`config.mk`:
```
export PLATFORM = sky130hd
export DESIGN_NAME = ssp_tx_ctrl
export DESIGN_NICKNAME = d
export VERILOG_FILES = /design/src/rtl/ssp_pkg.sv /design/src/rtl/ssp_clk_div.sv /design/src/rtl/ssp_tx_ctrl.sv
export SDC_FILE = /design/constraint.sdc
export NUM_CORES = 1
export LEC_CHECK = 0
export BUFFER_PORTS_ARGS = -buffer_cell sky130_fd_sc_hd__buf_4
export CORE_MARGIN = 5
export CORE_UTILIZATION = 55
export CTS_BUF_LIST = sky130_fd_sc_hd__clkbuf_8
export DETAILED_ROUTE_END_ITERATION = 8
export PLACE_DENSITY = 0.72
export SYNTH_ARGS = -nofsm -noshare
export SYNTH_HDL_FRONTEND = slang
export SYNTH_HIERARCHICAL = 1
export SYNTH_SLANG_ARGS = --single-unit
```
`constraint.sdc`:
```
create_clock -name PCLK -period 2.4 [get_ports PCLK]
set_clock_uncertainty 0.05 [all_clocks]
set_input_delay 0.12 -clock PCLK [delete_from_list [all_inputs] [get_ports PCLK]]
set_output_delay 0.12 -clock PCLK [all_outputs]
set_load 0.05 [all_outputs]
```
`src/rtl/ssp_pkg.sv`:
```
// rtl/ssp_pkg.sv - shared types and constants for the SSP transmit path
// Holds the transmit FSM state type, default frame width and divider
// setting, and the bit-counter width helper used by ssp_tx_ctrl.
package ssp_pkg;

    typedef enum logic [2:0] {
        S_IDLE  = 3'd0,
        S_REQ   = 3'd1,
        S_WAIT  = 3'd2,
        S_SYNC  = 3'd3,
        S_SHIFT = 3'd4
    } ssp_tx_state_t;

    localparam int SSP_DATA_W      = 8;
    localparam int SSP_DEF_CLK_DIV = 1;

    // One spare bit so the counter can hold DATA_W itself without wrapping.
    function automatic int ssp_bcnt_w(input int n);
        return $clog2(n) + 1;
    endfunction

    localparam int SSP_BCNT_W = ssp_bcnt_w(SSP_DATA_W);

endpackage

```
`src/rtl/ssp_clk_div.sv`:
```
// rtl/ssp_clk_div.sv - SSPCLKOUT half-period divider for the transmit sequencer
// Ports:
//   i_clk       system clock (PCLK)
//   i_rst       asynchronous active-high reset
//   i_run       high when the next cycle belongs to a SYNC or SHIFT period
//   o_half_tick strobe in the last cycle of the high half of a period
//   o_bit_tick  strobe in the last cycle of a full period (end of bit)
//   o_sclk      registered serial clock level, high for the first half
module ssp_clk_div
    import ssp_pkg::*;
#(
    parameter int CLK_DIV = SSP_DEF_CLK_DIV
) (
    input  logic i_clk,
    input  logic i_rst,
    input  logic i_run,
    output logic o_half_tick,
    output logic o_bit_tick,
    output logic o_sclk
);

    localparam logic [8:0] HALF      = 9'(CLK_DIV);
    localparam logic [8:0] HALF_LAST = 9'(CLK_DIV - 1);
    localparam logic [8:0] LAST      = 9'(2 * CLK_DIV - 1);

    logic [8:0] r_cnt;
    logic       r_run;
    logic       r_sclk;
    logic [8:0] w_cnt_next;
    logic       w_sclk_next;

    // i_run looks one cycle ahead, so the count and clock level are already
    // correct in the first cycle of an active period.
    always_comb begin
        w_cnt_next  = '0;
        w_sclk_next = 1'b0;
        if (i_run) begin
            if (r_run && (r_cnt != LAST)) begin
                w_cnt_next = r_cnt + 9'd1;
            end
            w_sclk_next = (w_cnt_next < HALF);
        end
    end

    always_ff @(posedge i_clk or posedge i_rst) begin
        if (i_rst) begin
            r_cnt  <= '0;
            r_run  <= 1'b0;
            r_sclk <= 1'b0;
        end else begin
            r_cnt  <= w_cnt_next;
            r_run  <= i_run;
            r_sclk <= w_sclk_next;
        end
    end

    assign o_half_tick = r_run && (r_cnt == HALF_LAST);
    assign o_bit_tick  = r_run && (r_cnt == LAST);
    assign o_sclk      = r_sclk;

endmodule

```
`src/rtl/ssp_tx_ctrl.sv`:
```
// rtl/ssp_tx_ctrl.sv - SSP transmit sequencer: FIFO pop handshake and MSB-first TI-SSI framing
// Optional feature macro: SSP_TX_IDLE_INTR_EN (adds SSPTXIDLEINTR drained-FIFO pulse).
// Ports:
//   PCLK              system clock
//   CLEAR             asynchronous active-high reset
//   SSE               serial enable (level)
//   tx_ready          FIFO data strobe, TxData valid while high
//   TxData            byte from the TX FIFO
//   transmit_complete one-cycle pop request to the FIFO
//   SSPTXD            serial data, MSB first
//   SSPCLKOUT         serial clock, idle low
//   SSPFSSOUT         frame-sync pulse, active high
//   SSPOE_B           pad output enable, active low
//   busy              high whenever the sequencer is not idle
//   SSPTXIDLEINTR     (optional) FIFO-drained pulse
module ssp_tx_ctrl
    import ssp_pkg::*;
#(
    parameter int DATA_W      = SSP_DATA_W,
    parameter int CLK_DIV     = SSP_DEF_CLK_DIV,
    parameter int REQ_TIMEOUT = 4
) (
    input  logic              PCLK,
    input  logic              CLEAR,
    input  logic              SSE,
    input  logic              tx_ready,
    input  logic [DATA_W-1:0] TxData,
    output logic              transmit_complete,
    output logic              SSPTXD,
    output logic              SSPCLKOUT,
    output logic              SSPFSSOUT,
    output logic              SSPOE_B,
    output logic              busy
`ifdef SSP_TX_IDLE_INTR_EN
    ,
    output logic              SSPTXIDLEINTR
`endif
);

    localparam int                BCNT_W   = ssp_bcnt_w(DATA_W);
    localparam logic [BCNT_W-1:0] LAST_BIT = BCNT_W'(DATA_W - 1);
    localparam logic [3:0]        TO_LIM   = 4'(REQ_TIMEOUT);

    ssp_tx_state_t     r_state;
    ssp_tx_state_t     w_state_next;
    logic [3:0]        r_to_cnt;
    logic [3:0]        w_to_cnt_next;
    logic [BCNT_W-1:0] r_bit_cnt;
    logic [BCNT_W-1:0] w_bit_cnt_next;
    logic [DATA_W-1:0] r_shreg;
    logic [DATA_W-1:0] w_shreg_next;

    logic r_tc;
    logic r_txd;
    logic r_fss;
    logic r_oe_b;
    logic r_busy;

    logic w_half_tick;
    logic w_bit_tick;
    logic w_sclk;
    logic w_run_next;

    ssp_clk_div #(
        .CLK_DIV (CLK_DIV)
    ) u_clk_div (
        .i_clk       (PCLK),
        .i_rst       (CLEAR),
        .i_run       (w_run_next),
        .o_half_tick (w_half_tick),
        .o_bit_tick  (w_bit_tick),
        .o_sclk      (w_sclk)
    );

    always_comb begin
        w_state_next   = r_state;
        w_to_cnt_next  = r_to_cnt;
        w_bit_cnt_next = r_bit_cnt;
        w_shreg_next   = r_shreg;
        case (r_state)
            S_IDLE: begin
                if (SSE) begin
                    w_state_next = S_REQ;
                end
            end
            S_REQ: begin
                w_state_next  = S_WAIT;
                w_to_cnt_next = '0;
            end
            S_WAIT: begin
                // A byte arriving as SSE drops is still sent, so tx_ready wins.
                if (tx_ready) begin
                    w_shreg_next  = TxData;
                    w_state_next  = S_SYNC;
                    w_to_cnt_next = '0;
                end else if (!SSE) begin
                    w_state_next  = S_IDLE;
                    w_to_cnt_next = '0;
                end else if ((r_to_cnt + 4'd1) == TO_LIM) begin
                    w_state_next  = S_REQ;
                    w_to_cnt_next = '0;
                end else begin
                    w_to_cnt_next = r_to_cnt + 4'd1;
                end
            end
            S_SYNC: begin
                if (w_bit_tick) begin
                    w_state_next   = S_SHIFT;
                    w_bit_cnt_next = '0;
                end
            end
            S_SHIFT: begin
                if (w_bit_tick) begin
                    w_shreg_next = {r_shreg[DATA_W-2:0], 1'b0};
                    if (r_bit_cnt == LAST_BIT) begin
                        w_bit_cnt_next = '0;
                        w_state_next   = SSE ? S_REQ : S_IDLE;
                    end else begin
                        w_bit_cnt_next = r_bit_cnt + 1'b1;
                    end
                end
            end
            default: begin
                w_state_next = S_IDLE;
            end
        endcase
    end

    assign w_run_next = (w_state_next == S_SYNC) || (w_state_next == S_SHIFT);

    always_ff @(posedge PCLK or posedge CLEAR) begin
        if (CLEAR) begin
            r_state   <= S_IDLE;
            r_to_cnt  <= '0;
            r_bit_cnt <= '0;
            r_shreg   <= '0;
            r_tc      <= 1'b0;
            r_txd     <= 1'b0;
            r_fss     <= 1'b0;
            r_oe_b    <= 1'b1;
            r_busy    <= 1'b0;
        end else begin
            r_state   <= w_state_next;
            r_to_cnt  <= w_to_cnt_next;
            r_bit_cnt <= w_bit_cnt_next;
            r_shreg   <= w_shreg_next;
            // Outputs are decoded from the next state so they line up with it.
            r_tc      <= (w_state_next == S_REQ);
            r_fss     <= (w_state_next == S_SYNC);
            r_oe_b    <= !w_run_next;
            r_txd     <= w_run_next && w_shreg_next[DATA_W-1];
            r_busy    <= (w_state_next != S_IDLE);
        end
    end

    // The half and full period strobes can never coincide.
    assert property (@(posedge PCLK) disable iff (CLEAR) !(w_half_tick && w_bit_tick));

    assign transmit_complete = r_tc;
    assign SSPTXD            = r_txd;
    assign SSPCLKOUT         = w_sclk;
    assign SSPFSSOUT         = r_fss;
    assign SSPOE_B           = r_oe_b;
    assign busy              = r_busy;

`ifdef SSP_TX_IDLE_INTR_EN
    logic r_drained;
    logic r_idle_intr;
    logic w_timeout;
    logic w_latch;
    logic w_frame_end;

    assign w_timeout   = (r_state == S_WAIT)  && (w_state_next == S_REQ);
    assign w_latch     = (r_state == S_WAIT)  && (w_state_next == S_SYNC);
    assign w_frame_end = (r_state == S_SHIFT) && (w_state_next != S_SHIFT);

    // Armed by a finished frame, fires once on the next retry, then waits
    // for another byte to be latched.
    always_ff @(posedge PCLK or posedge CLEAR) begin
        if (CLEAR) begin
            r_drained   <= 1'b0;
            r_idle_intr <= 1'b0;
        end else begin
            r_idle_intr <= w_timeout && r_drained;
            if (w_latch || w_timeout) begin
                r_drained <= 1'b0;
            end else if (w_frame_end) begin
                r_drained <= 1'b1;
            end
        end
    end

    assign SSPTXIDLEINTR = r_idle_intr;
`endif

endmodule

```
### Word-level counts from Yosys, hierarchy flattened

Index checks and enable logic that the tools add are counted.

| storage, ports and cells | value |
|---|---|
| bits in registers | 35 |
| bits in latches | 0 |
| memory bits (writable) | 0 |
| memory bits (read-only) | 0 |
| input bits | 12 |
| output and inout port bits | 6 |
| logic and storage cells | 67 |
| memories | 0 |

| cells by class | value |
|---|---|
| $add $sub $neg | 3 |
| $mul | 0 |
| divide/modulo/power cells | 0 |
| order comparisons | 1 |
| equality and inequality tests | 14 |
| shift-type cells | 0 |
| mux-type cells | 24 |
| bitwise operators | 0 |
| reductions and logical operators | 12 |

Operator list:

| kind | count |
|---|---|
| $mux 9 | 3 |
| $mux 4 | 6 |
| $mux 3 | 7 |
| $mux 8 | 2 |
| $pmux 4 s2 | 2 |
| $pmux 8 s2 | 1 |
| $pmux 3 s5 | 1 |
| $add 9x1->9 const B | 1 |
| $eq 3x2->1 const B | 3 |
| $eq 9x1->1 const B | 1 |
| $lt 9x1->1 const B | 1 |
| $ne 9x1->1 const B | 1 |
| $add 4x1->4 const B | 2 |
| $eq 4x3->1 const B | 2 |
| $eq 3x1->1 const B | 2 |
| $eq 3x3->1 const B | 2 |
| $reduce_and 3->1 | 2 |
| $reduce_bool 2->1 | 3 |
| $ne 2x1->1 const B | 2 |
| $logic_and 1x1->1 | 3 |
| $logic_not 3->1 | 1 |
| $reduce_bool 3->1 | 1 |
| $mux 1 | 2 |
| $ne 2x2->1 const B | 1 |
| other kinds (2) | 2 |

### Depth between registers and ports, before layout

Gate-level depths: netlist of run 1.

| logic depth | value |
|---|---|
| depth after elaboration | 11 |
| mapped depth | 10 |
| gate-level depth less buffers | 10 |

### By module

Netlist of run 1, hierarchy kept.

Modules (own cells, without submodules):

| module | instances | cells each | area each (um^2) | seq. area each (um^2) |
|---|---|---|---|---|
| ssp_tx_ctrl | 1 | 126 | 1266.2 | 601.8 |
| ssp_clk_div | 1 | 64 | 614.3 | 275.3 |

### Least setup slack after synthesis of run 1

OpenSTA, ideal clock, no wires.

| path | value |
|---|---|
| kind | flip-flop to flip-flop |
| from | reg u_clk_div.r_cnt[4] |
| to | reg u_clk_div.r_cnt[2] |
| library setup time | 0.129 ns |
| arrival | 1.964 ns |
| required time | 2.221 ns |
| path slack | 0.257 ns |
| stages on the path, launching flop included | 10 |
| buffers on the path | 0 |
| period minus slack after synthesis | 2.143 ns |
| path through | dfrtp_1 > nor4_1 > and4_1 > nand2_1 > or3b_4 > o31ai_1 > o221ai_1 > inv_1 > nand3_1 > nor2_1 |

| between the ends | value |
|---|---|
| longest elaborated chain between the ends | 7 |
| elaborated cells between the ends (all ways) | 13 |
| classes of those cells | eq/ne (4); mux (6); reduce/logical (3) |

RTL lines:

| element | RTL line | source |
|---|---|---|
| start, declared | ssp_clk_div.sv:26 | `logic [8:0] r_cnt;` |
| start signal, assigned | ssp_clk_div.sv:51 | `r_cnt <= w_cnt_next;` |
| $eq 9x1->1 (*) | ssp_clk_div.sv:58 | `assign o_bit_tick = r_run && (r_cnt == LAST);` |
| $logic_and 1x1->1 (*) | ssp_clk_div.sv:58 |  |
| via w_bit_tick | ssp_tx_ctrl.sv:60 | `logic w_bit_tick;` |
| $mux 3 (on tied branches) | ssp_tx_ctrl.sv:113, ssp_tx_ctrl.sv:107 |  |
| $pmux 3 s5 (*) | ssp_tx_ctrl.sv:80 | `case (r_state)` |
| $eq 3x2->1 or $eq 3x3->1 (tied branches) | ssp_tx_ctrl.sv:129 | `assign w_run_next = (w_state_next == S_SYNC) \|\| (w_state_next == S_SHIFT);` |
| $logic_or 1x1->1 (*) | ssp_tx_ctrl.sv:129 |  |
| via w_run_next | ssp_tx_ctrl.sv:62 | `logic w_run_next;` |
| $mux 9 (*) | ssp_clk_div.sv:37 | `if (i_run) begin` |
| via u_clk_div.w_cnt_next[2] | ssp_clk_div.sv:29 | `logic [8:0] w_cnt_next;` |

The timed path passes the listed nets; every way through them passes the cells marked *. The select of a mux whose other input is x is not followed.
A chain may end at the register's enable or synchronous reset.

### Final worst setup path of run 1

| path | value |
|---|---|
| from | reg u_clk_div.r_cnt[1] |
| to | reg u_clk_div.r_sclk (netlist: u_clk_div/o_sclk) |

| between the ends | value |
|---|---|
| longest elaborated chain between the ends | 7 |
| elaborated cells between the ends (all ways) | 15 |
| classes of those cells | add/sub (1); order compare (1); eq/ne (4); mux (6); reduce/logical (3) |

RTL lines:

| element | RTL line | source |
|---|---|---|
| $eq 9x1->1 (*) | ssp_clk_div.sv:58 |  |
| $logic_and 1x1->1 (*) | ssp_clk_div.sv:58 |  |
| via w_bit_tick | ssp_tx_ctrl.sv:60 |  |
| $mux 3 (on tied branches) | ssp_tx_ctrl.sv:113, ssp_tx_ctrl.sv:107 |  |
| $pmux 3 s5 (*) | ssp_tx_ctrl.sv:80 |  |
| $eq 3x2->1 or $eq 3x3->1 (tied branches) | ssp_tx_ctrl.sv:129 |  |
| $logic_or 1x1->1 (*) | ssp_tx_ctrl.sv:129 |  |
| via w_run_next | ssp_tx_ctrl.sv:62 |  |
| $mux 1 (*) | ssp_clk_div.sv:37 |  |
| via u_clk_div.w_sclk_next | ssp_clk_div.sv:30 | `logic w_sclk_next;` |
| end signal, assigned | ssp_clk_div.sv:53 | `r_sclk <= w_sclk_next;` |
| end, declared | ssp_clk_div.sv:28 | `logic r_sclk;` |

Marks and branches as above.

==> impl_results.md, run 1 <==
- Period minus WS final: 2.27 ns
- Max H-tree Level: 2
- GP Congestion: 0.891
- DR WL/cell: 14.3 um
- Crit path max fanout: 6
- Core area: 0.00331 sq mm
- Final number of max-transition violations: 0
- DRT antenna net count: 0
- Setup crit start kind: register
- Final WL: 3870 um
- Dpl hpwl: 2860 um
- Kind of critical path: reg2reg
- Tightest Hold Check Type: in2reg
- Met2 routed WL: 2060 um
- Maximum clock frequency: 440 MHz
- Die W: 68.3 um
- Worst slack, placed: -0.0816 ns
- 1st-iter DRT viols: 70
- TritonCTS clock tree: built
- Top Layer Used: met4
- Vias: 1,529
- Flip-flop and latch area: 877 sq um
- Placed instance area: 0.00209 sq mm
- Total grt overflow: 0
- Latest clock arrival within the worst-skew pair: 0.29 ns
- # fillers: 256
- First-pass GRT wire length: 6420 um
- Clock transition at path regs: 0.07 ns
- Fin crit share: 94.6%
- Input/output buffers: 17
- YS warnings: 6
- Final setup violating endpoints: 0
- Antenna Cells: 0
- Critical path endpoint category: register
- # rows: 21
- Layout cells sized above 1: 24.1%
- Final nets: 241
- Max Root-Sink Buffers: 2
- Multi-input logic area: 915 sq um
- Io pins: 18
- Worst Max-Slew Pin Slew: 0.918 ns
- Violated checks: negative hold slack
- Met3 WL post-DR: 145 um
- Cell area after layout: 0.00228 sq mm
- Vias in the first global route: 1,454
- Detailed Routing Iterations Pass 1: 4
- Largest net degree at the start of global routing: 25
- PD cells: 1060 mW/mm^2
- Leakage: 1.07 nW
- Final WS setup: 0.129 ns
- Synthesized Nets: 207
- Synth Instances: 189
- Area of the die: 0.00467 sq mm
- Peak VDD IR: 643 uV
- Synth-to-layout area growth: 22.1%
- Initial antenna violation count: 0
- Synth Area per Inst: 9.90 sq um
- CP required: 2.53 ns
- Mapped cell area: 0.00187 sq mm
- Relative slew slack: 38.7%
- Core Util, Final: 69.0%
- Worst Path Arrival: 2.40 ns
- Num CTS Buffers: 5
- Clock tree sinks: 35
- Tot GR Track Use: 18.9%
- Hold Slack: -0.000444 ns
- DRC viols: 0
- Initial Utilization: 56.5%
- Clk Tree Root Cell: clkbuf_8
- Hold Fails Final Rpt: 1
- Chip Height: 68.3 um
- Via density: 5.66
- Status: complete, but fails checks
- Maxcap violations: 0
- Post-Route M1 WL: 1590 um
-- critical path, cell delays in order (launching register included) --
cell and delay (ns):
dfrtp_1 0.40, inv_1 0.08, ha_1 0.19, and4_1 0.20, nand2_1 0.13, or3b_4 0.41, o31ai_1 0.10, o221ai_2 0.19
inv_2 0.13, a21bo_2 0.24, o41ai_2 0.04
-- path summary, 6_finish.rpt --
check,start,end,slack (ns),cells past startpoint
max,u_clk_div/r_cnt[1],u_clk_div/o_sclk,0.13,10
min reg2reg,r_shreg[2],r_shreg[2],0.43,2
min,TxData[1],r_shreg[1],-0.0004,3
max reg2reg,u_clk_div/r_cnt[1],u_clk_div/o_sclk,0.13,10
min in group asynchronous,CLEAR,u_clk_div/r_cnt[8],0.34,3
max in group asynchronous,CLEAR,r_state[1],1.18,3
-- metal layers --
layer / track usage, % / up-vias
met2: 33.0 / 34
met4: 8.68 / 0
met3: 3.94 / 9
met5: 0 / -
li1: - / 736
met1: 22.2 / 750
-- state kept, by name, summed over array words and instances (netlist names) --
signal and flops:
SSPFSSOUT 1, SSPOE_B 1, SSPTXD 1, busy 1, r_bit_cnt 4, r_shreg 8, r_state 3, r_to_cnt 4
transmit_complete 1, u_clk_div/o_sclk 1, u_clk_div/r_cnt 9, u_clk_div/r_run 1
-- metrics by stage --
step / TNS, ns / total power [mW] / instances
2_1_floorplan: 0 / 1.53 / 189
3_3_place_gp: 0 / 1.73 / 258
3_5_place_dp: -0.548 / 1.77 / 258
4_1_cts: 0 / 2.40 / 270
5_1_grt: -0.00317 / 2.57 / 270
6_report: 0 / 2.42 / 270
-- placed cells by master (no fill, tap or decap), drive strengths merged, types with 5 or more instances in the layout --
cell,instances
dfrtp,34
buf,29
nand3,11
nor3,6
xnor2,5
o21ai,9
clkbuf,5
inv,13
nand2,22
nor2,17
a22oi,7
ha,6
-- cell type report --
cell class | count | share of cell area (%)
clock inverters | 3 | 2.79
repair buffers | 33 | 11.3
inverters | 12 | 1.97
flip-flops and latches | 35 | 38.4
multi-input cells | 136 | 40.0
clock buffers | 5 | 3.01
well taps | 46 | 2.52
-- report_power, final --
| part | switching [mW] | leakage [nW] | internal [mW] | total [mW] |
|---|---|---|---|---|
| Combinational | 0.565 | 0.540 | 0.347 | 0.911 |
| Clock | 0.207 | 0.0695 | 0.411 | 0.618 |
| Sequential | 0.129 | 0.456 | 0.759 | 0.888 |
| Total | 0.901 | 1.07 | 1.52 | 2.42 |
-- timing repair --
item | CTS | global route
setup buffers | 0 | 0
hold buffers | 4 | 0
endpoints found under the setup margin | 9 | 10
gates resized for setup | 1 | 3
endpoints found under the hold margin | 14 | 0
Note: power is estimated with default switching activity, not from simulation.
==> run 2, diff against run 1 <==
ABC_AREA = 1   (was not set)
==> run 2 against run 1 <==
Against the previous run:
- the flow now finishes without violations
- clock-buffer cell count increased by 2
- wire length decreased by 5.9%
- first-iteration DRC count increased by 13%
- die area increased by 2.6%
- via count increased by 2.7%
- critical path depth increased by 3
- hold slack improved by 0.017 ns
- non-clock buffer count decreased by 10
- core utilization decreased by 1.5 points
- combinational power increased by 5.0%
- sequential cell count unchanged
==> impl_results.md, run 2 <==
- Status: completed
- Core Util, Final: 67.6% (-1.5 points)
- GP Congestion: 0.818 (-8.3%)
- Worst Max-Slew Pin Slew: 0.906 ns (-0.0114 ns)
- Initial Utilization: 57.4% (+0.83 points)
- YS warnings: 6 (unchanged)
- Max reg flops: 9 (unchanged)
- Crit path max fanout: 10 (+4)
- Latest clock arrival within the worst-skew pair: 0.28 ns (about the same)
- Vias: 1,571 (+2.7%)
- Met3 WL post-DR: 143 um (-1.4%)
- Crit path largest cell delay: 0.40 ns (about the same)
- R2r setup slk: 0.23 ns (+0.10 ns)
- CP cell instances: inv_1, ha_1, nand2_1, nor3_2, inv_1, nor2_1, o21ai_2, nor2_2, inv_1, clkinvlp_4, nor2_1, nand3_1, nor2_1
- Worst hold start: TxData[2]
- Clock tree sinks: 35 (unchanged)
- WHS Path Cells: 3 (unchanged)
- Postcts setup bufs: 0 (unchanged)
- Hold Fails Final Rpt: 0 (-1)
- # fillers: 302 (+18%)
- Synth Instances: 232 (+23%)
- Cell area after layout: 0.00227 sq mm (-0.55%)
- Via density: 5.10 (-9.9%)
- Post-Route M1 WL: 1700 um (+6.9%)
- TritonCTS clock tree: built
- Relative slew slack: 39.5% (+0.76 points)
- Most frequent cells in the layout: nand2_1, dfrtp_1, inv_1
- Maximum clock frequency: 462 MHz (+4.8%)
- Max Root-Sink Buffers: 2 (unchanged)
- Reg-to-Reg End: u_clk_div/o_sclk
- Num CTS Buffers: 5 (unchanged)
- First-pass GRT wire length: 6630 um (+3.2%)
- Vias in the first global route: 1,532 (+5.4%)
- Detailed Routing Iterations Pass 1: 4 (unchanged)
- PD cells: 999 mW/mm^2 (-5.5%)
- Final setup violating endpoints: 0 (unchanged)
- Dpl hpwl: 2720 um (-4.6%)
- Final WL: 3640 um (-5.9%)
- Kind of critical path: reg2reg
- Die W: 69.2 um (+1.3%)
- CP required: 2.53 ns (about the same)
- Commonest non-fill, non-tap cell in the layout: nand2_1
- Antenna Cells: 0 (unchanged)
- DRT antenna net count: 0 (unchanged)
- CP bufs+invs: 4 (+2)
- Period minus WS final: 2.17 ns (-0.104 ns)
- Clock transition at path regs: 0.07 ns (about the same)
- Synth Area per Inst: 8.32 sq um (-16%)
- Synthesized Nets: 250 (+21%)
- Synth-to-layout area growth: 17.8%
- Critical path endpoint category: register
- Top Layer Used: met4
- Flip-flop and latch area: 877 sq um (unchanged)
- Placed instance area: 0.00210 sq mm (+0.48%)
- Final number of max-transition violations: 0 (unchanged)
- Met2 routed WL: 1730 um (-16%)
- Setup TNS: 0 ns (unchanged)
- # rows: 21 (unchanged)
- Hold endpoint: r_shreg[2]
- Layout cells sized above 1: 23.3% (-0.82 points)
- Setup crit start kind: register
- Peak VDD IR: 659 uV (+2.5%)
- Area of the die: 0.00479 sq mm (+2.6%)
- RSZ-0062 raised after global routing: false
- Input/output buffers: 17 (unchanged)
- Largest net degree at the start of global routing: 25 (unchanged)
- CP top delay family: simple AND/OR/NAND/NOR gates
- Initial antenna violation count: 0 (unchanged)
- Tot GR Track Use: 17.2% (-1.7 points)
- Biggest regs: u_clk_div/r_cnt: 9 flops, r_shreg: 8 flops
- Leakage: 1.12 nW (+5.5%)
- Io pins: 18 (unchanged)
- Total power: 2.27 mW (-6.1%)
- Final nets: 279 (+16%)
- Fin crit share: 90.3% (-4.3 points)
- Clk Tree Root Cell: clkbuf_8
- Largest register by flop count: u_clk_div/r_cnt
- Worst r2r path cells: 13 (+3)
- Tightest Hold Check Type: in2reg
- Chip Height: 69.2 um (+1.3%)
- Maxcap violations: 0 (unchanged)
- Slowest CP cell: dfrtp_1
- Worst Path Arrival: 2.30 ns (-0.10 ns)
- Mapped cell area: 0.00193 sq mm (+3.1%)
- 1st-iter DRT viols: 79 (+13%)
- Multi-input logic area: 901 sq um (-1.5%)
- DRC viols: 0 (unchanged)
- Max H-tree Level: 2 (unchanged)
- DR WL/cell: 11.8 um (-18%)
- Reg2Reg Launch Point: u_clk_div/r_cnt[1]
- Total grt overflow: 0 (unchanged)
- Core area: 0.00336 sq mm (+1.6%)
[run 2: worst max path at each step]
stage / start / cells after the start / end / slack (ns)
after global routing: u_clk_div/r_cnt[1] / 13 / u_clk_div/o_sclk / 0.007
after CTS: u_clk_div/r_cnt[1] / 10 / u_clk_div/r_cnt[2] / 0.07
after floorplan: u_clk_div/r_cnt[1] / 13 / u_clk_div/o_sclk / 0.37
after detailed placement: u_clk_div/r_cnt[1] / 10 / u_clk_div/r_cnt[2] / 0.08
after global placement: u_clk_div/r_cnt[1] / 13 / u_clk_div/o_sclk / 0.20
final: u_clk_div/r_cnt[1] / 13 / u_clk_div/o_sclk / 0.23
[run 2: report_power, final]
part,switching (mW),internal [mW]
clock network,0.193,0.257
registers,0.114,0.749
logic,0.650,0.308
[run 2: layout make-up]
class	count	area share (%)
clock inverters	1	0.165
inverters	38	6.55
flip-flops and latches	35	38.6
well taps	46	2.53
repair buffers	23	8.26
clock buffers	7	4.24
multi-input cells	158	39.6
[run 2: stage by stage]
| stage | hold slack (ns) | instances | setup WS (ns) |
|---|---|---|---|
| final | 0.0168 | 308 | 0.233 |
| after CTS | 0.00721 | 308 | 0.0729 |
| after detailed placement | 0.111 | 294 | 0.0760 |
| after global placement | 0.110 | 294 | 0.199 |
| after floorplan | -0.0776 | 232 | 0.370 |
| after global routing | 0.00651 | 308 | 0.00706 |
[run 2: repair_timing]
action                                  4_1_cts  5_1_grt
endpoints found under the setup margin        0       10
hold endpoints to repair                     16        0
resized for setup                             0        2
hold buffers                                  6        0
[run 2: worst min-delay path, stage by stage]
cell	delay [ns]
buf_4	0.07
nand2_1	0.06
o211ai_2	0.07
[run 2: layer usage]
layer	GRT usage, %	vias to the layer above
met1	21.7	731
met4	8.24	0
met2	27.6	28
met5	0	-
met3	4.20	7
li1	-	805
==> run 3, diff against run 2 <==
ABC_AREA = not set   (was 1)
CORE_MARGIN = not set   (was 5)
CTS_BUF_LIST = sky130_fd_sc_hd__clkbuf_4   (was sky130_fd_sc_hd__clkbuf_8)
==> run 3 against run 2 <==
Against the previous run:
- combinational power decreased by 6.3%
- hold slack gained 0.012 ns
- sequential cell count is the same
- sequential power increased by 3.1%
- sequential share of layout area decreased by 0.36 points
- non-clock buffer count rose by 12
- maximum frequency down 4.2%
- clock power increased by 18%
- total power up 2.2%
- design area rose by 0.94%
- critical path type unchanged
- highest routed layer unchanged
==> impl_results.md, run 3 (synthesis gave the netlist of run 1 again) <==
- Total grt overflow: 0 (unchanged)
- Dpl hpwl: 2620 um (-3.9%)
- Latest clock arrival within the worst-skew pair: 0.35 ns (+0.07 ns)
- Slowest CP cell: or3b_4
- Largest register by flop count: u_clk_div/r_cnt
- First-pass GRT wire length: 6270 um (-5.5%)
- Initial antenna violation count: 0 (unchanged)
- Crit path max fanout: 4 (-6)
- Worst Path Arrival: 2.46 ns (+0.16 ns)
- Crit path from: u_clk_div/r_cnt[1]
- Peak VDD IR: 461 uV (-30%)
- Relative slew slack: 38.4% (-1.1 points)
- DRT antenna net count: 0 (unchanged)
- Most frequent cells in the layout: dfrtp_1, buf_4, nand2_1
- Io pins: 18 (unchanged)
- CP cell instances: inv_1, ha_1, and4_1, nand2_1, or3b_4, o31ai_1, o221ai_2, inv_1, nand2_1, o41ai_2
- Vias in the first global route: 1,434 (-6.4%)
- Die W: 60.3 um (-13%)
- Leakage: 1.06 nW (-6.0%)
- Final nets: 243 (-13%)
- Final number of max-transition violations: 0 (unchanged)
- Placed instance area: 0.00207 sq mm (-1.7%)
- CP bufs+invs: 2 (-2)
- RSZ-0062 raised after global routing: false
- TritonCTS clock tree: built
- Vias: 1,523 (-3.1%)
- Max H-tree Level: 2 (unchanged)
- Chip Height: 60.3 um (-13%)
- Final setup violating endpoints: 0 (unchanged)
- Commonest non-fill, non-tap cell in the layout: dfrtp_1
- Setup crit end: u_clk_div/o_sclk
- PD cells: 1010 mW/mm^2 (+1.3%)
- Total power: 2.32 mW (+2.2%)
- # rows: 20 (-4.8%)
- Final WL: 3830 um (+5.3%)
- Fin crit share: 94.2% (+3.9 points)
- Reg-to-Reg End: u_clk_div/o_sclk
- Biggest regs: u_clk_div/r_cnt: 9 flops, r_shreg: 8 flops
- Detailed Routing Iterations Pass 1: 4 (unchanged)
- 1st-iter DRT viols: 102 (+29%)
- Status: completed
- Antenna Cells: 0 (unchanged)
- Worst Max-Slew Pin Slew: 0.923 ns (+0.0163 ns)
- Clock tree sinks: 35 (unchanged)
- Worst r2r path cells: 10 (-3)
- Synth-to-layout area growth: 22.5%
- Kind of critical path: reg2reg
- Final WS setup: 0.139 ns (-0.0939 ns)
- Setup TNS: 0 ns (unchanged)
- Num CTS Buffers: 5 (unchanged)
- Area of the die: 0.00364 sq mm (-24%)
- CP top delay family: simple AND/OR/NAND/NOR gates
- Max reg flops: 9 (unchanged)
- Hold Fails Final Rpt: 0 (unchanged)
- Postcts setup bufs: 0 (unchanged)
- Largest net degree at the start of global routing: 25 (unchanged)
- Maximum clock frequency: 442 MHz (-4.2%)
- Initial Utilization: 59.8% (+2.5 points)
- Crit. path cell count: 10 (-3)
- R2r setup slk: 0.14 ns (-0.09 ns)
- Layout cells sized above 1: 23.5% (+0.17 points)
- Maxcap violations: 0 (unchanged)
- DR WL/cell: 14.2 um (+20%)
- Crit path largest cell delay: 0.42 ns (+0.02 ns)
- Worst slack, placed: 0.0144 ns (-0.0616 ns)
- Reg2Reg Launch Point: u_clk_div/r_cnt[1]
- DRC viols: 0 (unchanged)
- GP Congestion: 0.939 (+15%)
- Tightest Hold Check Type: in2reg
- Clk Tree Root Cell: clkbuf_4
- Clock transition at path regs: 0.11 ns (+0.04 ns)
- Setup crit start kind: register
- Input/output buffers: 17 (unchanged)
- CP required: 2.60 ns (+0.07 ns)
- Period minus WS final: 2.26 ns (+0.0939 ns)
- Tot GR Track Use: 23.5% (+6.3 points)
- Core area: 0.00313 sq mm (-7.0%)
- Critical path endpoint category: register
- Via density: 5.64 (+11%)
- Cell area after layout: 0.00229 sq mm (+0.94%)
- Max Root-Sink Buffers: 2 (unchanged)
[run 3: what timing repair did]
| action | CTS | global route |
|---|---|---|
| gates resized for setup | 1 | 4 |
| hold buffers | 9 | 0 |
| cloned | 0 | 0 |
| hold endpoints to repair | 42 | 0 |
| setup endpoints to repair | 2 | 11 |
[run 3: worst min path at each step]
stage                    endpoint       from  depth (start not counted)
2_1_floorplan    u_clk_div/o_sclk      CLEAR                          1
3_3_place_gp   u_clk_div/r_cnt[6]      CLEAR                          2
3_5_place_dp   u_clk_div/r_cnt[6]      CLEAR                          2
4_1_cts                r_shreg[7]  TxData[7]                          3
5_1_grt                r_shreg[7]  TxData[7]                          3
6_report               r_shreg[7]  TxData[7]                          3
[run 3: final cells by class]
type / count / area, sq um
Inverter: 12 / 45.0
Sequential cell: 35 / 877
Clock buffer: 5 / 37.5
Tap cell: 44 / 55.1
Clock inverter: 3 / 67.6
Timing Repair Buffer: 35 / 285
Multi-Input combinational cell: 136 / 926
Fill cell: 231 / 835
[run 3: metal layers]
metal  wire length (um)  GRT usage (%)
met5                  0              0
met4                 53           10.6
met3                158           6.61
met2               1980           38.8
met1               1640           28.7
[run 3: worst reg2reg max path: stages (launching register included)]
cell	delay (ns)
dfrtp_1	0.41
inv_1	0.08
ha_1	0.18
and4_1	0.16
nand2_1	0.11
or3b_4	0.42
o31ai_1	0.10
o221ai_2	0.18
inv_1	0.17
nand2_1	0.10
o41ai_2	0.22
[run 3: stage by stage]
stage                     util, %  hold slack (ns)  cells
final                        73.3           0.0290    270
after floorplan                 -          -0.0776    189
after global placement       66.1           0.0904    253
after CTS                    72.5          0.00223    270
after global routing         73.3           0.0589    270
after detailed placement     66.1            0.103    253
[run 3: power by group]
group	switching, mW	internal, mW	total (mW)
registers	0.133	0.757	0.890
clock network	0.211	0.324	0.534
logic	0.555	0.342	0.897
